**src/rtl/note_playback_sched.sv**
```systemverilog
// rtl/note_playback_sched.sv - live/playback arbiter for the tone generator note code
// Records timed key make/break events and replays them with their original ms spacing.
module note_playback_sched #(
  parameter int DEPTH    = 32,
  parameter int CODE_W   = 8,
  parameter int DUR_W    = 16,
  parameter int TICK_DIV = 100000
) (
  input  logic                   CLK,
  input  logic                   rst,
  input  logic                   key_valid,
  input  logic [CODE_W-1:0]      key_code,
  input  logic                   key_break,
  input  logic                   rec_start,
  input  logic                   play_start,
  input  logic                   stop,
  output logic [CODE_W-1:0]      note_code,
  output logic                   note_src,
  output logic [1:0]             state,
  output logic [$clog2(DEPTH):0] count,
  output logic                   full
);

  localparam int AW = $clog2(DEPTH);
  localparam int CW = AW + 1;
  localparam int PW = (TICK_DIV > 1) ? $clog2(TICK_DIV) : 1;

  typedef enum logic [1:0] {
    S_IDLE = 2'd0,
    S_REC  = 2'd1,
    S_PLAY = 2'd2
  } state_t;

  state_t                     state_q;
  logic [CODE_W-1:0]          note_q;
  logic                       src_q;
  logic [CW-1:0]              count_q;
  logic [CW-1:0]              idx_q;
  logic [PW-1:0]              presc_q, presc_d;
  logic [DUR_W-1:0]           delta_q, delta_d;
  logic [CODE_W+DUR_W-1:0]    mem_q [DEPTH];

  logic                       tick;
  logic                       cmd_any;
  logic                       rec_hit;
  logic [CODE_W-1:0]          live_note;
  logic [CODE_W+DUR_W-1:0]    play_entry;
  logic [CODE_W-1:0]          entry_code;
  logic [DUR_W-1:0]           entry_delta;

  assign tick    = (presc_q == PW'(TICK_DIV - 1));
  assign presc_d = tick ? '0 : presc_q + PW'(1);
  assign delta_d = (tick && (delta_q != '1)) ? delta_q + DUR_W'(1) : delta_q;

  // A key event coinciding with any command strobe is dropped entirely.
  assign cmd_any   = stop | rec_start | play_start;
  assign rec_hit   = (state_q == S_REC) && key_valid && !cmd_any;
  assign live_note = key_break ? ((key_code == note_q) ? '0 : note_q) : key_code;

  assign play_entry  = mem_q[idx_q[AW-1:0]];
  assign entry_code  = play_entry[DUR_W +: CODE_W];
  assign entry_delta = play_entry[DUR_W-1:0];

  always_ff @(posedge CLK) begin
    if (!rst && rec_hit)
      mem_q[count_q[AW-1:0]] <= {(key_break ? {CODE_W{1'b0}} : key_code), delta_q};
  end

  always_ff @(posedge CLK) begin
    if (rst) begin
      state_q <= S_IDLE;
      note_q  <= '0;
      src_q   <= 1'b0;
      count_q <= '0;
      idx_q   <= '0;
      presc_q <= '0;
      delta_q <= '0;
    end else begin
      presc_q <= presc_d;
      delta_q <= delta_d;
      case (state_q)
        S_IDLE: begin
          if (stop) begin
            note_q <= '0;
          end else if (rec_start) begin
            state_q <= S_REC;
            presc_q <= '0;
            delta_q <= '0;
            count_q <= '0;
          end else if (play_start && (count_q != '0)) begin
            state_q <= S_PLAY;
            src_q   <= 1'b1;
            note_q  <= '0;
            idx_q   <= '0;
            presc_q <= '0;
            delta_q <= '0;
          end else if (key_valid && !cmd_any) begin
            note_q <= live_note;
          end
        end
        S_REC: begin
          if (stop) begin
            state_q <= S_IDLE;
            note_q  <= '0;
            presc_q <= '0;
          end else if (rec_hit) begin
            note_q  <= live_note;
            count_q <= count_q + CW'(1);
            delta_q <= '0;
            // The event that fills the buffer is kept and recording ends.
            if (count_q == CW'(DEPTH - 1)) begin
              state_q <= S_IDLE;
              presc_q <= '0;
            end
          end
        end
        S_PLAY: begin
          if (stop) begin
            state_q <= S_IDLE;
            note_q  <= '0;
            src_q   <= 1'b0;
            presc_q <= '0;
          end else if (idx_q < count_q) begin
            if (delta_q >= entry_delta) begin
              note_q  <= entry_code;
              idx_q   <= idx_q + CW'(1);
              delta_q <= '0;
              presc_q <= '0;
            end
          end else if (tick) begin
            // Last entry has been held for one tick.
            state_q <= S_IDLE;
            note_q  <= '0;
            src_q   <= 1'b0;
            presc_q <= '0;
          end
        end
        default: state_q <= S_IDLE;
      endcase
    end
  end

  assign note_code = note_q;
  assign note_src  = src_q;
  assign state     = state_q;
  assign count     = count_q;
  assign full      = (count_q == CW'(DEPTH));

endmodule
```
**config.mk**
```make
export PLATFORM = sky130hd
export DESIGN_NAME = note_playback_sched
export DESIGN_NICKNAME = d
export VERILOG_FILES = /design/src/rtl/note_playback_sched.sv
export SDC_FILE = /design/constraint.sdc
export NUM_CORES = 1
export LEC_CHECK = 0
export CAP_MARGIN = 20
export CORE_MARGIN = 3
export CORE_UTILIZATION = 56
export CTS_CLUSTER_DIAMETER = 150
export DETAILED_ROUTE_END_ITERATION = 6
export PLACE_DENSITY = 0.82
export REMOVE_ABC_BUFFERS = 1
export SETUP_SLACK_MARGIN = 0.2
export SYNTH_ARGS = -nofsm -noshare
export SYNTH_HDL_FRONTEND = slang
export SYNTH_SLANG_ARGS = --single-unit
```
**constraint.sdc**
```tcl
create_clock -name CLK -period 4.5 [get_ports CLK]
set_input_delay 0.9 -clock CLK [delete_from_list [all_inputs] [get_ports CLK]]
set_output_delay 0.9 -clock CLK [all_outputs]
set_load 0.05 [all_outputs]
```
==> results of run 1 <==
## repair_timing
item	CTS	global route
endpoints found under the hold margin	0	0
endpoints found under the setup margin	48	50
buffers inserted	18	4
pin swaps	9	4
gates cloned	4	0
resized for setup	18	12
hold buffers	0	0
## stage by stage
stage                     utilization  cells  hold slack [ps]
after global routing            0.658   2626              496
final                           0.658   2626              460
after CTS                       0.655   2618              469
after floorplan                     -   1549              430
after detailed placement        0.608   2457              456
after global placement          0.608   2457              444
## how the worst max path moves through the flow
stage	endpoint	slack, ps	cells after the start
after CTS	delta_q[10]	230	13
after detailed placement	presc_q[4]	8	11
final	flip-flop	180	11
after global routing	flip-flop	70	11
after floorplan	idx_q[5]	-6660	10
after global placement	presc_q[9]	100	11
## synthesized netlist by cell type (all sizes together), types with 7 or more instances
cell type  instances
nand3             21
a211oi            11
o2111a             8
xor2              19
dfxtp             61
nor2              91
buf               37
clkbuf            38
nor2b             12
o21ai             13
and3               7
nor3               8
nand2             52
edfxtp           768
mux4             224
xnor2             22
a22oi             35
a21oi             31
mux2i             16
ha                32
nand4             12
inv               27
a21o              14
## per-layer routing
layer	vias up	track usage	wire length, um
met5	-	0	13
met4	2	0.122	3750
met3	244	0.0548	9060
met2	1251	0.455	41400
met1	9052	0.362	28600
li1	7086	-	-
## cell usage in the layout (no fill, tap or decap), types with 8 or more instances in the layout
cell,count
o2111a_1,8
clkinv_1,19
xnor2_1,22
mux2i_1,11
nor2b_1,8
a21oi_1,25
nor3_1,8
clkinv_2,12
clkbuf_16,81
dfxtp_1,57
xor2_1,19
buf_12,24
nor2_1,58
nand3_1,20
a22oi_1,35
a21o_1,13
clkbuf_1,16
nand2_1,51
inv_1,27
o21ai_1,9
nor2_4,32
mux4_2,224
edfxtp_1,768
buf_4,103
clkdlybuf4s50_1,32
ha_1,31
nand4_1,12
## logic make-up (layout without fill, tap and decap cells)
kind of cell | Yosys count | in the layout | synth area share
xor gates and xnor gates | 41 | 41 | 0.0109
buffers and inverters | 102 | 339 | 0.0126
muxes | 242 | 242 | 0.159
AOI/OAI and AO/OA | 137 | 137 | 0.0306
adders and majority gates | 32 | 32 | 0.0122
DFF | 829 | 829 | 0.739
and+or+nand+nor | 241 | 241 | 0.0355
## report_power, final
part,switching (W),internal (W),total (W),leakage (nW)
clock network,0.00278,0.00348,0.00627,1.17
logic,0.000993,0.00111,0.00211,3.19
registers,0.0000665,0.00836,0.00843,7.46
total,0.00384,0.0130,0.0168,11.8
## registers in the layout, indices dropped and copies added, names as in the netlist, named ones only
signal,count
mem_q,768
idx_q,6
note_src,1
note_code,8
presc_q,17
count,6
delta_q,16
state,2
## final cells by class
| cell class | instances | area [um^2] |
|---|---|---|
| clock inverter | 41 | 295 |
| tap | 765 | 957 |
| fill | 3562 | 19800 |
| inverter | 27 | 101 |
| sequential | 829 | 24300 |
| timing repair buffer | 173 | 1840 |
| clock buffer | 98 | 2100 |
| multi-input combinational | 693 | 8510 |
## worst max-delay path: cells and delay by family, from the launching register on
kind                       cells  cell delay (ps)
AOI/OAI and AO/OA              2              560
and+or+nand+nor                4             1340
adders and majority gates      1              210
DFF                            1              470
muxes                          3             1290
buffers and inverters          1              360
==> flow_metrics.py, run 1 <==
metrics = {
    "place": {
        "io_buffer_count": 32,
        "dp_hpwl_mm": 43.7,
        "post-place-ws_ps": 8.14,
        "placed_area_um2": 35200,
        "gp_congestion": 0.861,
    },
    "timing": {
        "skew_ps": 34.6,
        "hold_viol": 0,
        "fmax_ghz": 0.231,
        "worstMarginPinSlew_ps": 1110,
        "setup_tns_ps": 0,
        "slew_headroom": 0.260,
        "fin_crit_sh": 0.960,
        "rsz0062_at_grt": "no",
        "final_max_slew_viol_count": 0,
        "min_period_ps": 4320,
        "setup-violations-final": 0,
        "finalWorstSetupSlack_ps": 179,
    },
    "worst_setup_path": {
        "crit_arrival_ps": 4880,
        "end_kind": "flip-flop",
        "path_cells": "bufbuf_16 > mux4_2 > mux4_2 > mux2i_1 > ha_1 > nand4_1 > or4_4 > o32a_4 > and3_4 > or3_1 > a21oi_2",
        "critPathLaunchType": "flip-flop",
        "critPathRequiredTime_ps": 5060,
        "crit_slowest_cell": "or4_4",
        "cp_max_fo": 15,
        "crit_top_cell": "mux4_2",
        "critPathMaxStageDelay_ps": 550,
        "r2r_cells": 11,
        "worstSetupPathType": "reg2reg",
        "r2r_slack_ps": 180,
    },
    "cts": {
        "cts_max_path_buffers": 3,
        "clkSinkCount": 829,
        "clkLatencyLatePin_ps": 640,
        "cts_buffers": 77,
        "htree_levels": 3,
        "cts_root_buf": "clkbuf_16",
        "cts_tree": "done",
        "clk_pin_slew_ps": 70,
    },
    "detailed_routing": {
        "drtPass1Iterations": 6,
        "avgRoutedWirePerCell_um": 31.5,
        "ant_nets": 0,
        "drc_errors": 0,
        "vias": 17635,
        "routed_via_density": 6.72,
        "drt_first_iter_violations": 2488,
        "wirelength_mm": 82.8,
    },
    "logic_synthesis": {
        "synth_largest_area_cell": "edfxtp_1",
        "synth_edf_count": 768,
        "postSynthAreaPerCell_um2": 20.2,
        "ys.flop_type": "edfxtp_1",
        "synthTopCellsByArea": "edfxtp_1 (70%), mux4_2 (15%), dfxtp_1 (3.7%)",
        "syn_inst": 1624,
        "async_flop_share": 0,
        "synth_cell_types": 60,
        "synth_seq_cells": 829,
        "yosysSeqAreaShare": 0.739,
        "syn_area_um2": 32900,
        "yosysTopAreaCellShare": 0.702,
        "ys_warn_count": 0,
    },
    "run": {
        "cap_violations": 0,
    },
    "status": {
        "outcome": "finished, final reports clean",
    },
    "global_route": {
        "grt_use_total": 0.276,
        "grt-ovfl-total": 0,
        "grt_max_degree": 57,
        "grt_pass1_vias": 18293,
        "grt_pass1_wl_mm": 122,
        "antenna_found_initial": 1,
    },
    "power": {
        "power_density_nw_per_um2": 441,
        "peakVddDrop_v": 0.000380,
        "finalPower_w": 0.0168,
        "p_leak_nw": 11.8,
    },
    "floorplan": {
        "die_area_um2": 61600,
        "core-area_um2": 57900,
        "die_w_um": 248,
        "die_h_um": 248,
        "rows": 88,
        "initial_utilization": 0.567,
        "ios": 33,
    },
    "layout": {
        "syn_to_final_growth_pct": 15.9,
        "fin_nets": 1848,
        "drive_gt1_frac": 0.291,
        "num_antenna_cells": 0,
        "final_cell_area_um2": 38100,
    },
    "min_path": {
        "hold_class": "reg2reg",
        "hp-start": "presc_q[0]",
        "hold_depth": 1,
        "hold_end": "presc_q[0]",
    },
}
(Power assumes the default switching activity.)
==> run 2: changes to the inputs <==
--- a/config.mk
+++ b/config.mk
@@ -6,4 +6,5 @@
 export NUM_CORES = 1
 export LEC_CHECK = 0
+export ABC_AREA = 0
 export CAP_MARGIN = 20
 export CORE_MARGIN = 3
==> constraint.sdc (replaced) <==
create_clock -name CLK -period 4.5 [get_ports CLK]
set_input_delay 0.9 -clock CLK [delete_from_list [all_inputs] [get_ports CLK]]
set_output_delay 0.9 -clock CLK [all_outputs]
set_load 0.005 [all_outputs]
==> results of run 2 <==
The final DEF is identical to that of run 1. Status: finished, final reports clean.
Main changes from that run: total power 0.0168 W -> 0.0167 W
==> run 3: changes to the inputs <==
Settings changed: CORE_UTILIZATION 56 to 25, PLACE_DENSITY 0.82 to 0.47.
==> run 3 against run 2 <==
Effect of this change:
- die area is 120% higher
- critical path depth is 1 higher
- sequential share of layout area shrank 3.0 points
- worst hold slack lost 4.9 ps
- power up 7.9%
- sequential power about the same
- utilization down 35 points
- maximum frequency up 2.2%
- clock power rose by 21%
- clock skew shrank 7.9 ps
- via count shrank 6.9%
==> flow_metrics.py, run 3 (synthesized netlist as in run 1, its figures left out) <==
metrics = {
    "worst_setup_path": {
        "r2r_cells": 12,
        "crit_end": "idx_q[5]",
        "r2r_slack_ps": 270,
        "crit_arrival_ps": 4810,
        "cp_max_fo": 40,
        "worstSetupPathType": "reg2reg",
        "end_kind": "flip-flop",
        "r2r-end": "idx_q[5]",
        "critPathRequiredTime_ps": 5080,
        "critPathLaunchType": "flip-flop",
    },
    "timing": {
        "skew_ps": 26.7,
        "worstMarginPinSlew_ps": 1030,
        "slew_headroom": 0.310,
        "fmax_ghz": 0.237,
        "min_period_ps": 4230,
        "final_max_slew_viol_count": 0,
        "setup-violations-final": 0,
        "hold_viol": 0,
        "finalWorstSetupSlack_ps": 273,
        "rsz0062_at_grt": "yes",
        "fin_crit_sh": 0.939,
    },
    "place": {
        "io_buffer_count": 32,
        "gp_congestion": 0.765,
        "post-place-ws_ps": -301,
        "dp_cells": 3440,
        "placed_area_um2": 36600,
        "dp_hpwl_mm": 48.6,
    },
    "floorplan": {
        "die_h_um": 369,
        "core-area_um2": 130000,
        "die_w_um": 369,
        "ios": 33,
        "die_area_um2": 136000,
        "rows": 132,
        "initial_utilization": 0.253,
    },
    "global_route": {
        "grt-ovfl-total": 0,
        "antenna_found_initial": 0,
        "grt_pass1_vias": 17376,
        "grt_use_total": 0.125,
        "grt_max_degree": 68,
        "grt_pass1_wl_mm": 124,
    },
    "detailed_routing": {
        "wirelength_mm": 84.8,
        "routed_via_density": 4.54,
        "drc_errors": 0,
        "ant_nets": 0,
        "drt_first_iter_violations": 1299,
        "vias": 16415,
        "drtPass1Iterations": 5,
        "avgRoutedWirePerCell_um": 23.5,
    },
    "cts": {
        "cts_root_buf": "clkbuf_16",
        "clkSinkCount": 829,
        "cts_buffers": 90,
        "cts_hold_buf": 0,
        "cts_tree": "done",
        "clkLatencyLatePin_ps": 660,
        "clk_pin_slew_ps": 60,
        "cts_max_path_buffers": 3,
        "htree_levels": 3,
    },
    "layout": {
        "num_antenna_cells": 0,
        "seq_area_um2": 24300,
        "final_common_cell": "edfxtp_1",
        "mostFrequentLayoutCells": "edfxtp_1 (768), mux4_2 (224), clkbuf_16 (94)",
        "fin_nets": 1849,
        "finalNonFillerCells": 3614,
        "n_fill_cell": 12554,
        "syn_to_final_growth_pct": 21.7,
        "multi_input_area_um2": 8510,
        "final_cell_area_um2": 40000,
        "drive_gt1_frac": 0.293,
        "largest_register_ffs": 768,
    },
    "status": {
        "outcome": "finished, final reports clean",
    },
    "power": {
        "p_leak_nw": 12.1,
        "finalPower_w": 0.0180,
        "peakVddDrop_v": 0.000303,
        "power_density_nw_per_um2": 451,
    },
    "run": {
        "cap_violations": 0,
    },
    "min_path": {
        "hold_class": "reg2reg",
    },
}
## run 3: changes by cell type in the layout (fill, tap and decap cells not counted), sizes merged
cell,before,now
inv,29,31
clkinv,34,32
bufinv,3,15
buf,140,126
clkinvlp,2,3
clkbuf,98,110
## run 3: stage by stage
stage | hold slack [ps] | setup TNS [ps] | util
2_1_floorplan | 430 | -339650 | -
3_3_place_gp | 443 | -6720 | 0.281
3_5_place_dp | 448 | -6850 | 0.281
4_1_cts | 460 | 0 | 0.306
5_1_grt | 483 | 0 | 0.308
6_report | 455 | 0 | 0.308
## run 3: how the worst min path moves through the flow
stage	from	to	cells past startpoint
2_1_floorplan	presc_q[0]	presc_q[0]	1
3_3_place_gp	presc_q[0]	presc_q[0]	1
3_5_place_dp	presc_q[0]	presc_q[0]	1
4_1_cts	presc_q[0]	presc_q[0]	1
5_1_grt	presc_q[0]	presc_q[0]	1
6_report	presc_q[0]	presc_q[0]	1
## run 3: repair_timing
item	CTS	global route
endpoints found under the setup margin	52	21
endpoints found under the hold margin	0	0
cloned	3	2
resized for setup	15	16
setup buffers	2	3
pin swaps	0	3
## run 3: area by class of cell
class | instances | area share
clock buffers | 108 | 0.0591
repair buffers | 161 | 0.0467
well taps | 1742 | 0.0545
multi-input cells | 693 | 0.213
flip-flops and latches | 829 | 0.607
inverters | 27 | 0.00253
clock inverters | 54 | 0.0170
## run 3: worst max-delay path, stage by stage (launching register included)
cell     delay [ps]
dfxtp_4         380
buf_16          250
buf_12          220
mux4_2          320
mux4_2          530
mux2i_2         200
ha_1            190
nand4_1         140
or4_4           560
o32a_4          370
and3_4          230
or4_1           520
a21oi_1         160
## run 3: per-layer routing
metal,up-vias,wire length [um],GRT usage,part of all wire
li1,7083,-,-,-
met1,8831,36800,0.165,0.43
met2,392,42100,0.210,0.50
met3,109,3840,0.0214,0.045
met4,0,2010,0.0365,0.024
met5,-,0,0,0
## run 3: report_power, final
group / switching (W) / internal [W]
clock network: 0.00301 / 0.00460
logic: 0.000902 / 0.00112
registers: 0.0000500 / 0.00837
